===== src/rtl/uart_frame_parser.sv =====
// Byte-stream frame parser: HEADER, LEN, payload, CSUM; buffers the payload and
// replays it to a valid/ready consumer once the checksum matches.
module uart_frame_parser #(
    parameter logic [7:0]  HEADER      = 8'hAA,
    parameter int unsigned MAX_LEN     = 16,
    parameter int unsigned TIMEOUT_CYC = 52080
) (
    input  logic       clk,
    input  logic       rst,
    input  logic [7:0] rx_data,
    input  logic       rx_ready,
    output logic [7:0] out_data,
    output logic       out_valid,
    input  logic       out_ready,
    output logic       out_last,
    output logic       frame_err,
    output logic       overrun,
    output logic       busy
);

    localparam int unsigned IDX_W     = (MAX_LEN > 1) ? $clog2(MAX_LEN) : 1;
    localparam int unsigned TMO_W     = (TIMEOUT_CYC > 2) ? $clog2(TIMEOUT_CYC) : 1;
    localparam logic [7:0]  MAX_LEN_B = 8'(MAX_LEN);

    localparam logic [2:0] ST_HUNT    = 3'd0;
    localparam logic [2:0] ST_LEN     = 3'd1;
    localparam logic [2:0] ST_PAYLOAD = 3'd2;
    localparam logic [2:0] ST_CSUM    = 3'd3;
    localparam logic [2:0] ST_OUTPUT  = 3'd4;

    logic [2:0]       state_q, state_d;
    logic             rx_low_q;
    logic [7:0]       sum_q, sum_d;
    logic [IDX_W-1:0] len_m1_q, len_m1_d;
    logic [IDX_W-1:0] wr_idx_q, wr_idx_d;
    logic [IDX_W-1:0] rd_idx_q, rd_idx_d;
    logic [TMO_W-1:0] tmo_q, tmo_d;
    logic             frame_err_q, frame_err_d;
    logic             overrun_q, overrun_d;
    logic             buf_we;
    logic [7:0]       buf_q [MAX_LEN];

    logic byte_take;
    logic in_frame;
    logic tmo_hit;

    // rx_low_q resets to 0, so a level already high when reset releases is ignored
    assign byte_take = rx_ready && rx_low_q;
    assign in_frame  = (state_q == ST_LEN) || (state_q == ST_PAYLOAD) || (state_q == ST_CSUM);
    assign tmo_hit   = (tmo_q == TMO_W'(TIMEOUT_CYC - 1));

    always_comb begin
        state_d     = state_q;
        sum_d       = sum_q;
        len_m1_d    = len_m1_q;
        wr_idx_d    = wr_idx_q;
        rd_idx_d    = rd_idx_q;
        tmo_d       = '0;
        frame_err_d = 1'b0;
        overrun_d   = 1'b0;
        buf_we      = 1'b0;

        if (in_frame && !byte_take) begin
            if (tmo_hit) begin
                frame_err_d = 1'b1;
                state_d     = ST_HUNT;
            end else begin
                tmo_d = tmo_q + TMO_W'(1);
            end
        end

        case (state_q)
            ST_HUNT: begin
                if (byte_take && rx_data == HEADER) state_d = ST_LEN;
            end
            ST_LEN: begin
                if (byte_take) begin
                    if (rx_data == 8'd0 || rx_data > MAX_LEN_B) begin
                        frame_err_d = 1'b1;
                        state_d     = ST_HUNT;
                    end else begin
                        len_m1_d = IDX_W'(rx_data - 8'd1);
                        sum_d    = rx_data;
                        wr_idx_d = '0;
                        state_d  = ST_PAYLOAD;
                    end
                end
            end
            ST_PAYLOAD: begin
                if (byte_take) begin
                    buf_we   = 1'b1;
                    sum_d    = sum_q + rx_data;
                    wr_idx_d = wr_idx_q + IDX_W'(1);
                    if (wr_idx_q == len_m1_q) state_d = ST_CSUM;
                end
            end
            ST_CSUM: begin
                if (byte_take) begin
                    if (rx_data == sum_q) begin
                        rd_idx_d = '0;
                        state_d  = ST_OUTPUT;
                    end else begin
                        frame_err_d = 1'b1;
                        state_d     = ST_HUNT;
                    end
                end
            end
            ST_OUTPUT: begin
                if (byte_take) overrun_d = 1'b1;
                if (out_ready) begin
                    rd_idx_d = rd_idx_q + IDX_W'(1);
                    if (rd_idx_q == len_m1_q) state_d = ST_HUNT;
                end
            end
            default: state_d = ST_HUNT;
        endcase
    end

    always_ff @(posedge clk or posedge rst) begin
        if (rst) begin
            state_q     <= ST_HUNT;
            rx_low_q    <= 1'b0;
            sum_q       <= '0;
            len_m1_q    <= '0;
            wr_idx_q    <= '0;
            rd_idx_q    <= '0;
            tmo_q       <= '0;
            frame_err_q <= 1'b0;
            overrun_q   <= 1'b0;
        end else begin
            state_q     <= state_d;
            rx_low_q    <= !rx_ready;
            sum_q       <= sum_d;
            len_m1_q    <= len_m1_d;
            wr_idx_q    <= wr_idx_d;
            rd_idx_q    <= rd_idx_d;
            tmo_q       <= tmo_d;
            frame_err_q <= frame_err_d;
            overrun_q   <= overrun_d;
        end
    end

    always_ff @(posedge clk) begin
        if (buf_we) buf_q[wr_idx_q] <= rx_data;
    end

    assign out_valid = (state_q == ST_OUTPUT);
    assign out_data  = out_valid ? buf_q[rd_idx_q] : '0;
    assign out_last  = out_valid && (rd_idx_q == len_m1_q);
    assign frame_err = frame_err_q;
    assign overrun   = overrun_q;
    assign busy      = (state_q != ST_HUNT);

endmodule


===== config.mk =====
export PLATFORM = sky130hd
export DESIGN_NAME = uart_frame_parser
export DESIGN_NICKNAME = d
export VERILOG_FILES = /design/src/rtl/uart_frame_parser.sv
export SDC_FILE = /design/constraint.sdc
export NUM_CORES = 1
export LEC_CHECK = 0
export ABC_AREA = 0
export CORE_ASPECT_RATIO = 1.2
export CORE_MARGIN = 2
export CORE_UTILIZATION = 60
export DETAILED_ROUTE_END_ITERATION = 10
export GPL_TIMING_DRIVEN = 0
export PLACE_DENSITY = 0.75
export SLEW_MARGIN = 20
export SYNTH_ARGS = -nofsm -noshare
export SYNTH_HDL_FRONTEND = slang
export SYNTH_SLANG_ARGS = --single-unit

===== constraint.sdc =====
create_clock -name clk -period 5.4 [get_ports clk]
set_input_delay 0.81 -clock clk [delete_from_list [all_inputs] [get_ports clk]]
set_output_delay 0.81 -clock clk [all_outputs]
set_load 0.02 [all_outputs]

# Yosys cells after proc, flatten, opt, wreduce, memory -nomap -nowiden
# Memories as Yosys holds them, arrays and structs flattened.
# Cells that the tools add are included.
[op_classes]
add_sub_neg = 5
order_cmp = 1
n_eq_ne = 15
muxes = 39
bitwise = 1
n_reduce_logical = 17
[ops]
columns = ["op", "n"]
rows = [
  ["two-way mux 16 bit", 2],
  ["two-way mux 8 bit", 4],
  ["two-way mux 3 bit", 10],
  ["two-way mux 4 bit", 6],
  ["adder 16 x 1 -> 16 bit, second input constant", 1],
  ["== test 16 bit, second input constant", 1],
  ["one-hot mux 4 bit (2 select lines)", 2],
  ["one-hot mux 8 bit (2 select lines)", 1],
  ["one-hot mux 3 bit (5 select lines)", 1],
  ["two-way mux 1 bit", 11],
  ["adder 4 x 1 -> 4 bit, second input constant", 2],
  ["adder 8 bit", 1],
  ["== test 4 bit", 2],
  ["== test 8 bit", 1],
  ["== test 8 bit, second input constant", 1],
  ["greater-than comparator 8 x 5 -> 1 bit, second input constant", 1],
  ["zero test 8 bit", 1],
  ["inequality test 2 bit, second input constant", 4],
  ["AND reduction 4 bit", 2],
  ["== test 3 x 2 -> 1 bit, second input constant", 2],
  ["logical AND 1 bit", 4],
  ["inequality test 2 x 1 -> 1 bit, second input constant", 2],
  ["nonzero test 2 bit", 2],
  ["subtractor 4 x 1 -> 4 bit, second input constant", 1],
  ["10 further kinds", 13],
]
[word_totals]
regBits = 42
ram_bits = 128
input_bits = 12
output_inout_bits = 13
word_cells = 88
mem_count = 1
[mem_list]
columns = ["name", "words", "width", "rd", "rd_clocked_by_memory_dff", "wr", "line_no", "rtl"]
rows = [
  ["buf_q", 16, 8, 1, 0, 1, "41", "logic [7:0] buf_q [MAX_LEN];"],
]

# Longest topological paths before layout
[depth]
word_depth = 8
ltp_mapped = 8
mapped_depth_nobuf = 8

# Least setup slack after synthesis
# No wires, ideal clock.
[synth_timing]
path_kind = "reg2out"
from = "reg rd_idx_q[1]"
to = "out out_data[0]"
t_arrival_ns = 1.934
required_time_ns = 4.590
path_slack_ns = 2.656
path_stages_with_launch = 6
n_path_buf = 2
cell_sequence = "dfrtp_1 clkbuf_1 buf_1 mux4_2 mux4_2 and2_1"
[synth_between]
elab_chain_len = 2
[synth_rtl]
columns = ["element", "line_no", "rtl"]
rows = [
  ["start, declared", "36", "logic [IDX_W-1:0] rd_idx_q, rd_idx_d;"],
  ["start signal, assigned", "136", "rd_idx_q <= rd_idx_d;"],
  ["memory (16 x 8 bit)", "n/a", ""],
  ["two-way mux 8 bit", "148", "assign out_data = out_valid ? buf_q[rd_idx_q] : '0;"],
  ["end, declared", "12", "output logic [7:0] out_data,"],
]
# Every way passes these cells.

# Final worst setup path
[layout_timing]
from = "reg rd_idx_q[1]"
to = "out out_data[1]"
# The elaborated chain is that of the path after synthesis.

==> flow_metrics.py <==
metrics = {
    "status": {
        "status": "finished clean",
    },
    "grt": {
        "antenna_found_initial": 0,
        "gr-total-overflow": 0,
        "grt_max_degree": 23,
        "grt_first_pass_wirelength_um": 24000,
        "grt_pass1_vias": 4275,
        "grt_usage": 0.246,
    },
    "yosys": {
        "synth-seq-area-share": 0.646,
        "synthFlopType": "edfxtp_1",
        "syn_avg_cell_area_um2": 16.0,
        "syn_area_um2": 7580,
        "synth_nets": 501,
        "synth_cells": 473,
        "async_flop_share": 0.247,
        "synth-edff-count": 128,
        "synth-seq-cells": 170,
        "yosysUniqueCellTypes": 52,
        "yosysWarnings": 0,
    },
    "clock_network": {
        "tritoncts": "done",
        "htreeDepth": 4,
        "clk_latency_ns": 0.42,
        "cts.sinks": 170,
        "cts_buffers": 17,
        "cts.path.max_buffers": 2,
        "ctsRootBufferMaster": "clkbuf_16",
        "cts-hold-fix-buffers": 0,
        "post_cts.repair.setup_buffers": 0,
        "ctsResizeCount": 0,
        "clkTransAtPathRegs_ns": 0.07,
    },
    "detailed_routing": {
        "viasPerCell": 6.11,
        "routedWlPerCell_um": 22.2,
        "vias": 4217,
        "ant_nets": 0,
        "drt_iter0_drc": 328,
        "dr.pass1.iters": 5,
        "drt_wl_total_um": 15300,
        "drc_errors": 0,
    },
    "cells_and_area": {
        "utilization": 0.703,
        "final_layout_size_suffix_gt1_frac": 0.121,
        "final_nets": 545,
        "num_antenna_cells": 0,
        "final_common_cell": "edfxtp_1",
        "syn2layout_area_growth_pct": 13.4,
        "final_cell_mix": "edfxtp_1 (128), dfrtp_1 (42), nor2_1 (27)",
    },
    "pwr": {
        "p_sw_frac": 0.211,
        "p_seq_frac": 0.538,
        "vdd_drop_max_uv": 192,
        "pwr_density_cell_nw_per_um2": 306,
        "leakagePower_nw": 3.10,
        "internal_power_w": 0.00207,
        "netSwitchingPower_w": 0.000556,
        "power_w": 0.00263,
        "combPwrFrac": 0.032,
        "pwr-share-clk": 0.430,
    },
    "sta": {
        "tightest_slew_ns": 0.996,
        "skew_ns": 0.00976,
        "final_max_slew_viol_count": 0,
        "period_share": 0.786,
        "min_period_ns": 4.25,
        "rsz0062_at_grt": "no",
        "relSlewSlack": 0.334,
        "setup_viol": 0,
        "tns_ns": 0,
        "finalHoldViolations": 0,
        "max_freq_mhz": 235,
        "fin_hold_ws_ns": 0.461,
    },
    "critical_path": {
        "worstPathArrival_ns": 3.44,
        "startpoint_type": "flip-flop",
        "crit_required_ns": 4.59,
        "crit_path_end_kind": "output pin",
        "path_max_fanout": 10,
        "worstSetupPathType": "flip-flop to output pin",
    },
    "placed_design": {
        "routabilityCongestion": 0.830,
        "hpwl_um": 9980,
        "portBuffers": 24,
    },
    "min_path": {
        "hp-class": "flip-flop to flip-flop",
    },
    "die": {
        "io_pins": 25,
        "die_h_um": 127,
        "start_util": 0.620,
        "dieArea_um2": 13500,
        "core_um2": 12200,
        "rows": 44,
        "die_w_um": 107,
    },
    "run": {
        "maxCapViolations": 0,
    },
}
==> power groups by stage <==
| stage | logic [W] | registers, W | clock network [W] |
|---|---|---|---|
| after floorplan | 0.0000407 | 0.00144 | 0 |
| after global placement | 0.0000769 | 0.00144 | 0 |
| after detailed placement | 0.0000829 | 0.00144 | 0 |
| after CTS | 0.0000832 | 0.00141 | 0.00115 |
| after global routing | 0.0000932 | 0.00141 | 0.00119 |
| final | 0.0000830 | 0.00141 | 0.00113 |
==> path summary, 6_finish.rpt <==
path / from / cells past startpoint / slack (ns) / to
max in group asynchronous: rst / 3 / 4.18 / sum_q[4]
max: rd_idx_q[1] / 6 / 1.15 / out_data[1]
min in group asynchronous: rst / 2 / 0.73 / rx_low_q
max reg2reg: state_q[2] / 5 / 2.95 / buf_q[4][4]
min: tmo_q[0] / 1 / 0.46 / tmo_q[0]
min reg2reg: tmo_q[0] / 1 / 0.46 / tmo_q[0]
==> cell usage after synthesis, types with 2 or more instances <==
library cell,instances,area [um^2]
clkbuf_1,13,48.8
nand2_1,25,93.8
edfxtp_1,128,3840
a211oi_1,2,15.0
a21oi_1,9,45.0
and4_1,7,61.3
nor3b_1,3,22.5
xor2_1,20,175
ha_1,15,188
a221oi_1,2,17.5
a21o_1,4,30.0
o21a_1,2,15.0
o211ai_1,3,22.5
buf_6,2,22.5
nor3_1,5,25.0
or3_1,2,12.5
inv_1,10,37.5
mux2_2,2,22.5
o2bb2ai_1,2,17.5
and3_1,9,56.3
nand4_1,4,25.0
nor2_1,27,101
xnor2_1,11,96.3
nand3b_1,2,15.0
nand3_1,16,80.1
nor4_1,4,25.0
o31ai_1,2,15.0
o21ai_0,14,70.1
mux4_1,18,473
and2_1,22,138
mux4_2,22,495
nor4b_1,2,17.5
nor2b_1,3,18.8
dfrtp_1,42,1050
buf_1,2,7.51
==> layer usage <==
metal | vias to the layer above | GRT usage | part of all wire
li1 | 1930 | - | -
met1 | 2141 | 0.319 | 0.40
met2 | 123 | 0.417 | 0.53
met3 | 23 | 0.0500 | 0.046
met4 | 0 | 0.0871 | 0.022
met5 | - | 0 | 0
==> per-stage QoR <==
step                      cells  worst slack [ns]  cell area [um^2]
after floorplan             473              2.66              7580
after global placement      658              1.65              8020
after detailed placement    659              1.50              8050
after CTS                   690              1.12              8600
after global routing        690              1.01              8600
final                       690              1.15              8600
==> sequential cells by signal, summed over array words and instances (netlist names), 3 cells and up <==
name      cells
state_q       3
sum_q         8
rd_idx_q      4
buf_q       128
len_m1_q      4
tmo_q        16
wr_idx_q      4
==> area by class of cell <==
cell class | count | area, um^2
repair buffers | 25 | 268
flip-flops and latches | 170 | 4890
multi-input cells | 272 | 2520
inverters | 10 | 37.5
clock inverters | 14 | 124
well taps | 161 | 201
clock buffers | 17 | 425
plain buffers | 21 | 126
fillers | 788 | 3620
==> critical path, cell delays in order (launching register included) <==
cell	delay [ns]
dfrtp_1	0.35
clkbuf_1	0.42
buf_1	0.58
mux4_2	0.45
mux4_2	0.49
and2_1	0.18
clkdlybuf4s50_1	0.53
==> cell families after synthesis <==
family / after synthesis / share of synthesized area
multiplexers: 43 / 0.132
AND/OR/NAND/NOR: 139 / 0.101
AO/OA/AOI/OAI: 43 / 0.0362
flip-flops: 170 / 0.646
adder cells (fa/ha/maj): 16 / 0.0274
XOR/XNOR: 31 / 0.0358
buffers and inverters: 31 / 0.0216
(Power assumes the default switching activity.)
==> RTL edit 1 (same flow settings) <==
Take the reset off `sum_q` and load it in a clocked block of its own.
--- a/src/rtl/uart_frame_parser.sv
+++ b/src/rtl/uart_frame_parser.sv
@@ -120,7 +120,6 @@
         if (rst) begin
             state_q     <= ST_HUNT;
             rx_low_q    <= 1'b0;
-            sum_q       <= '0;
             len_m1_q    <= '0;
             wr_idx_q    <= '0;
             rd_idx_q    <= '0;
@@ -130,7 +129,6 @@
         end else begin
             state_q     <= state_d;
             rx_low_q    <= !rx_ready;
-            sum_q       <= sum_d;
             len_m1_q    <= len_m1_d;
             wr_idx_q    <= wr_idx_d;
             rd_idx_q    <= rd_idx_d;
@@ -138,6 +136,10 @@
             frame_err_q <= frame_err_d;
             overrun_q   <= overrun_d;
         end
+    end
+
+    always_ff @(posedge clk) begin
+        sum_q <= sum_d;
     end
 
     always_ff @(posedge clk) begin
Function: no difference found for any inputs over 10 cycles, from zero or initial values and one cycle with rst high; that may be too few to reach the edited logic, so the function may still have changed.
==> RTL edit 1 against the original RTL <==
Sequential cell count is the same; critical path depth unchanged; worst setup slack improved by 0.56 ns; register-to-register slack better by 0.05 ns; area after synthesis is 1.3% lower; routed wire length fell by 2.3%; final area fell by 1.3%; first-iteration DRC count shrank 12%; hold slack got worse by 0.0031 ns; non-clock buffer count is 5 lower; critical endpoint is now out_data[0].
Power is not compared: it rests on default switching activity, and its combinational part moved more than twofold at a synthesized area within 25%.
==> RTL edit 1: results (changes against the original RTL) <==
Parameter                              Value

Synthesis
  Synth Area in Compound Gates    3.75% (+0.13 points)
  Most used standard cells in the synthesized netlist    sky130_fd_sc_hd__edfxtp_1, sky130_fd_sc_hd__dfrtp_1, sky130_fd_sc_hd__mux4_2
  Post-synthesis share of cell area spent on full adders, half adders and majority gates    2.78% (+0.037 points)
  Multiplexer fraction of the synthesized cell area    12.2% (-1.0 points)
  Post-synth net total    502 (+0.20%)
  Sequential element share of the synthesized area    66.0% (+1.4 points)
  Distinct cell type count of the synthesized netlist    58 (+12%)
  XOR/XNOR Fraction of Synth Area    3.86% (+0.28 points)

STA
  Slew HR    35.3% (+1.9 points)

Placement
  Worst slack at placement    1.67 ns (+0.171 ns)
  HPWL Detailed    9.75 mm (-2.4%)

Critical path
  Critical-path cell with the highest stage delay    sky130_fd_sc_hd__clkdlybuf4s50_1
  Reg-to-Reg End    buf_q[11][4]
  Arrival time reported for the critical path endpoint    2.88 ns (-0.56 ns)
  Register-to-Register Setup Slack    3.00 ns (+0.05 ns)
  Startpoint of the most critical register-to-register path    state_q[1]

Finish
  Ratio of cells with drive above 1 in the final layout    16.8% (+4.7 points)
  Fill cell count    814 (+3.3%)

GRT
  Maximum number of pins on one net before global-route repair    35 (+52%)
  Number of global-route vias before repair    4353 (+1.8%)
  Global Route Usage Sum    24.0% (-0.57 points)
  Wire length of the first global-routing pass    23.4 mm (-2.5%)

Drt
  Ratio of routed vias to standard cells    6.08 (-0.45%)
  Final Routed Wirelength    15.0 mm (-2.3%)
  Detailed-router iteration count before antenna repair    4 (-1)

Run status
  Result of the run    finished, final reports clean
RTL edit 1: changes by cell type in the layout (fill, tap and decap cells not counted), sizes merged, moves of 4 or more:
cell	change
o22ai	+8
nor2	+5
dfrtp	-8
edfxtp	+8
mux2i	+17
clkbuf	-8
nand3	-9
and2	-9
nor3	+5
xnor2	+5
a21oi	-4
mux4	-8
inv	+5
RTL edit 1: cells by family (layout without fill, tap and decap cells):
family | count (synthesis) | count (layout)
buffers and inverters | 30 | 86
AOI/OAI and AO/OA | 44 | 44
muxes | 51 | 51
and+or+nand+nor | 130 | 130
adders and majority gates | 16 | 16
DFF | 170 | 170
xor gates and xnor gates | 33 | 33
RTL edit 1: per-stage QoR:
| stage | instances | hold slack, ns | utilization (%) | total power (uW) |
|---|---|---|---|---|
| final | 691 | 0.458 | 70.1 | 3410 |
| after global routing | 691 | 0.485 | 70.1 | 3530 |
| after CTS | 691 | 0.459 | 70.1 | 3430 |
| after detailed placement | 659 | 0.449 | 65.4 | 2290 |
| after global placement | 659 | 0.442 | 65.4 | 2270 |
| after floorplan | 474 | 0.422 | - | 2030 |
RTL edit 1: metal layers:
metal / track usage (%) / up-vias / wire, um
met5: 0 / - / 0
met4: 6.50 / 0 / 175
met3: 4.16 / 15 / 674
met2: 42.7 / 122 / 8150
met1: 30.8 / 2161 / 5970
li1: - / 1906 / -
RTL edit 1: area by class of cell:
class | instances | area [um^2] | share of cell area [%]
flip-flops and latches | 170 | 4930 | 58.2
multi-input cells | 274 | 2400 | 28.3
clock buffers | 17 | 425 | 5.01
repair buffers | 24 | 240 | 2.83
well taps | 161 | 201 | 2.37
clock inverters | 15 | 140 | 1.65
plain buffers | 17 | 93.8 | 1.11
inverters | 13 | 48.8 | 0.575
RTL edit 1: worst max-delay path by stage:
stage / depth (start not counted) / endpoint / startpoint / slack [ns]
6_report: 6 / out_data[0] / rd_idx_q[2] / 1.71
5_1_grt: 6 / out_data[6] / rd_idx_q[0] / 1.62
4_1_cts: 6 / out_data[6] / rd_idx_q[0] / 1.69
3_5_place_dp: 7 / sum_q[3] / rx_data[1] / 1.67
3_3_place_gp: 7 / sum_q[3] / rx_data[1] / 1.72
2_1_floorplan: 5 / out_data[1] / rd_idx_q[0] / 3.00
RTL edit 1: power groups by stage:
stage          registers (uW)  clock network [uW]  logic (uW)
2_1_floorplan            1480                   0         558
3_3_place_gp             1480                   0         794
3_5_place_dp             1480                   0         809
4_1_cts                  1450                1170         813
5_1_grt                  1460                1220         857
6_report                 1450                1160         802
==> RTL edit 2 (same settings) <==
Without the edit above. Change the parameter `TIMEOUT_CYC` from 52080 to 26040.
--- a/src/rtl/uart_frame_parser.sv
+++ b/src/rtl/uart_frame_parser.sv
@@ -3,7 +3,7 @@
 module uart_frame_parser #(
     parameter logic [7:0]  HEADER      = 8'hAA,
     parameter int unsigned MAX_LEN     = 16,
-    parameter int unsigned TIMEOUT_CYC = 52080
+    parameter int unsigned TIMEOUT_CYC = 26040
 ) (
     input  logic       clk,
     input  logic       rst,
Check against the original RTL: no difference found for any inputs over 10 cycles, from zero or initial values and one cycle with rst high; that may be too few to reach the edited logic, so the function may still have changed.
==> RTL edit 2 against the original RTL <==
Final area fell by 0.47%; sequential cell count shrank 1; non-clock buffer count is 3 lower; routed wire length decreased by 1.5%; first-iteration DRC count down 26%; final cell count down 0.43%; highest routed layer unchanged; worst setup slack better by 0.43 ns; area after synthesis fell by 0.61%; critical path type unchanged; critical path depth unchanged.
Power is not compared: it rests on default switching activity, and its combinational part moved more than twofold at a synthesized area within 25%.
==> RTL edit 2: results (changes against the original RTL) <==
Parameter                              Value

STA
  Fin Clk Skew    0.0104 ns (+0.000612 ns)
  Slew HR    31.6% (-1.8 points)

Finish
  Number of nets in the layout    541 (-0.73%)
  Ratio of cells with drive above 1 in the final layout    14.8% (+2.7 points)
  Largest registers    buf_q: 128 flops, tmo_q: 15 flops, sum_q: 8 flops

Placement
  Worst slack at placement    1.54 ns (+0.0414 ns)
  HPWL Detailed    9.87 mm (-1.1%)
  Count of input and output buffers    24 (unchanged)
  Gp weighted congestion    0.873 (+5.2%)

Drt
  WL met2    7.92 mm (-2.8%)
  Detailed-router iteration count before antenna repair    7 (+2)
  Ratio of routed vias to standard cells    6.05 (-0.99%)
  Initial DRC Count    244 (-26%)
  WL/cell    22.0 um (-1.1%)
  Length of routed wiring on met1    6.07 mm (-1.5%)
  Total length of routed met3 wires    788 um (+13%)

Synthesis
  Number of enable-type register cells in the synthesized netlist    128 (unchanged)
  Share of flip-flops with an asynchronous set or reset    24.3% (-0.45 points)
  Sequential element share of the synthesized area    64.7% (+0.065 points)
  Number of synthesis warnings    0 (unchanged)
  Most used standard cells in the synthesized netlist    sky130_fd_sc_hd__edfxtp_1, sky130_fd_sc_hd__dfrtp_1, sky130_fd_sc_hd__nor2_1
  Top post-synthesis cells by area    sky130_fd_sc_hd__edfxtp_1, sky130_fd_sc_hd__dfrtp_1, sky130_fd_sc_hd__mux4_1
  Post-synth net total    497 (-0.80%)
  Distinct cell type count of the synthesized netlist    55 (+5.8%)

Critical path
  Register-to-Register Setup Slack    2.67 ns (-0.28 ns)
  Worst stage delay on the critical path    0.61 ns (+0.03 ns)
  Critical-path cell with the highest stage delay    sky130_fd_sc_hd__mux4_1
  Number of cells traversed by the worst register-to-register path    5 (unchanged)
  Reg-to-Reg End    buf_q[15][7]
  Startpoint of the most critical register-to-register path    state_q[0]
  Arrival time reported for the critical path endpoint    3.01 ns (-0.43 ns)

Clocking
  Max H-tree Level    4 (unchanged)
  Number of buffers added for setup after CTS    0 (unchanged)
  Clock buffers created by TritonCTS    17 (unchanged)
  Insertion delay to the later sink of the worst-skew pair    0.42 ns (about the same)
  # resized after CTS    0 (unchanged)
  Number of buffers between clock root and the deepest sink    2 (unchanged)

GRT
  Antenna violations before repair    0 (unchanged)
  Maximum number of pins on one net before global-route repair    24 (+4.3%)
  Global Route Usage Sum    24.4% (-0.21 points)
  Wire length of the first global-routing pass    23.8 mm (-1.1%)
  Number of global-route vias before repair    4260 (-0.35%)

Min path
  Worst hold path type    flop to flop
  Critical hold path startpoint    tmo_q[0]

Run status
  Result of the run    finished, final reports clean
## RTL edit 2: layer usage
metal,up-vias,global-route usage [%]
li1,1894,-
met1,2105,31.4
met2,138,41.8
met3,20,4.73
met4,0,8.36
met5,-,0
## RTL edit 2: final cells by class
| type | instances | area (um^2) |
|---|---|---|
| Sequential cell | 169 | 4870 |
| Clock inverter | 15 | 118 |
| Timing Repair Buffer | 25 | 260 |
| Inverter | 15 | 56.3 |
| Tap cell | 161 | 201 |
| Fill cell | 783 | 3610 |
| Multi-Input combinational cell | 267 | 2480 |
| Clock buffer | 17 | 425 |
| Buffer | 18 | 150 |
## RTL edit 2: stage by stage
stage	util, %	hold slack (ns)	cell area (um^2)	power (uW)	std cells
2_1_floorplan	-	0.455	7530	1830	469
3_3_place_gp	65.5	0.471	7970	1950	654
3_5_place_dp	65.9	0.481	8010	1960	655
4_1_cts	70.3	0.491	8560	3060	687
5_1_grt	70.3	0.506	8560	3130	687
6_report	70.3	0.493	8560	3040	687
## RTL edit 2: worst max-delay path by stage
stage / start / endpoint / slack, ns
floorplan: rd_idx_q[0] / out_data[0] / 2.75
global placement: rx_data[1] / sum_q[0] / 1.66
detailed placement: rx_data[1] / sum_q[2] / 1.54
CTS: rd_idx_q[0] / out_data[5] / 1.57
global route: rd_idx_q[0] / out_data[4] / 1.52
finish: rd_idx_q[0] / out_data[5] / 1.58
## RTL edit 2: logic make-up after synthesis
kind of cell	share of synthesized area, %
compound gates	3.64
xor+xnor	3.60
fa+ha+maj	2.76
buf+inv	2.74
flops	64.7
mux	13.8
simple gates	8.77
## RTL edit 2: report_power, final
part	switching, uW	total, uW	internal, uW
combinational	229	511	282
clock	516	1110	596
sequential	8.74	1420	1410
## RTL edit 2: worst max-delay path, delay by kind of cell, from the launching register on
family | cells | cell delay [ns]
buf+inv | 3 | 0.89
flops | 1 | 0.38
mux | 2 | 1.11
simple gates | 1 | 0.19
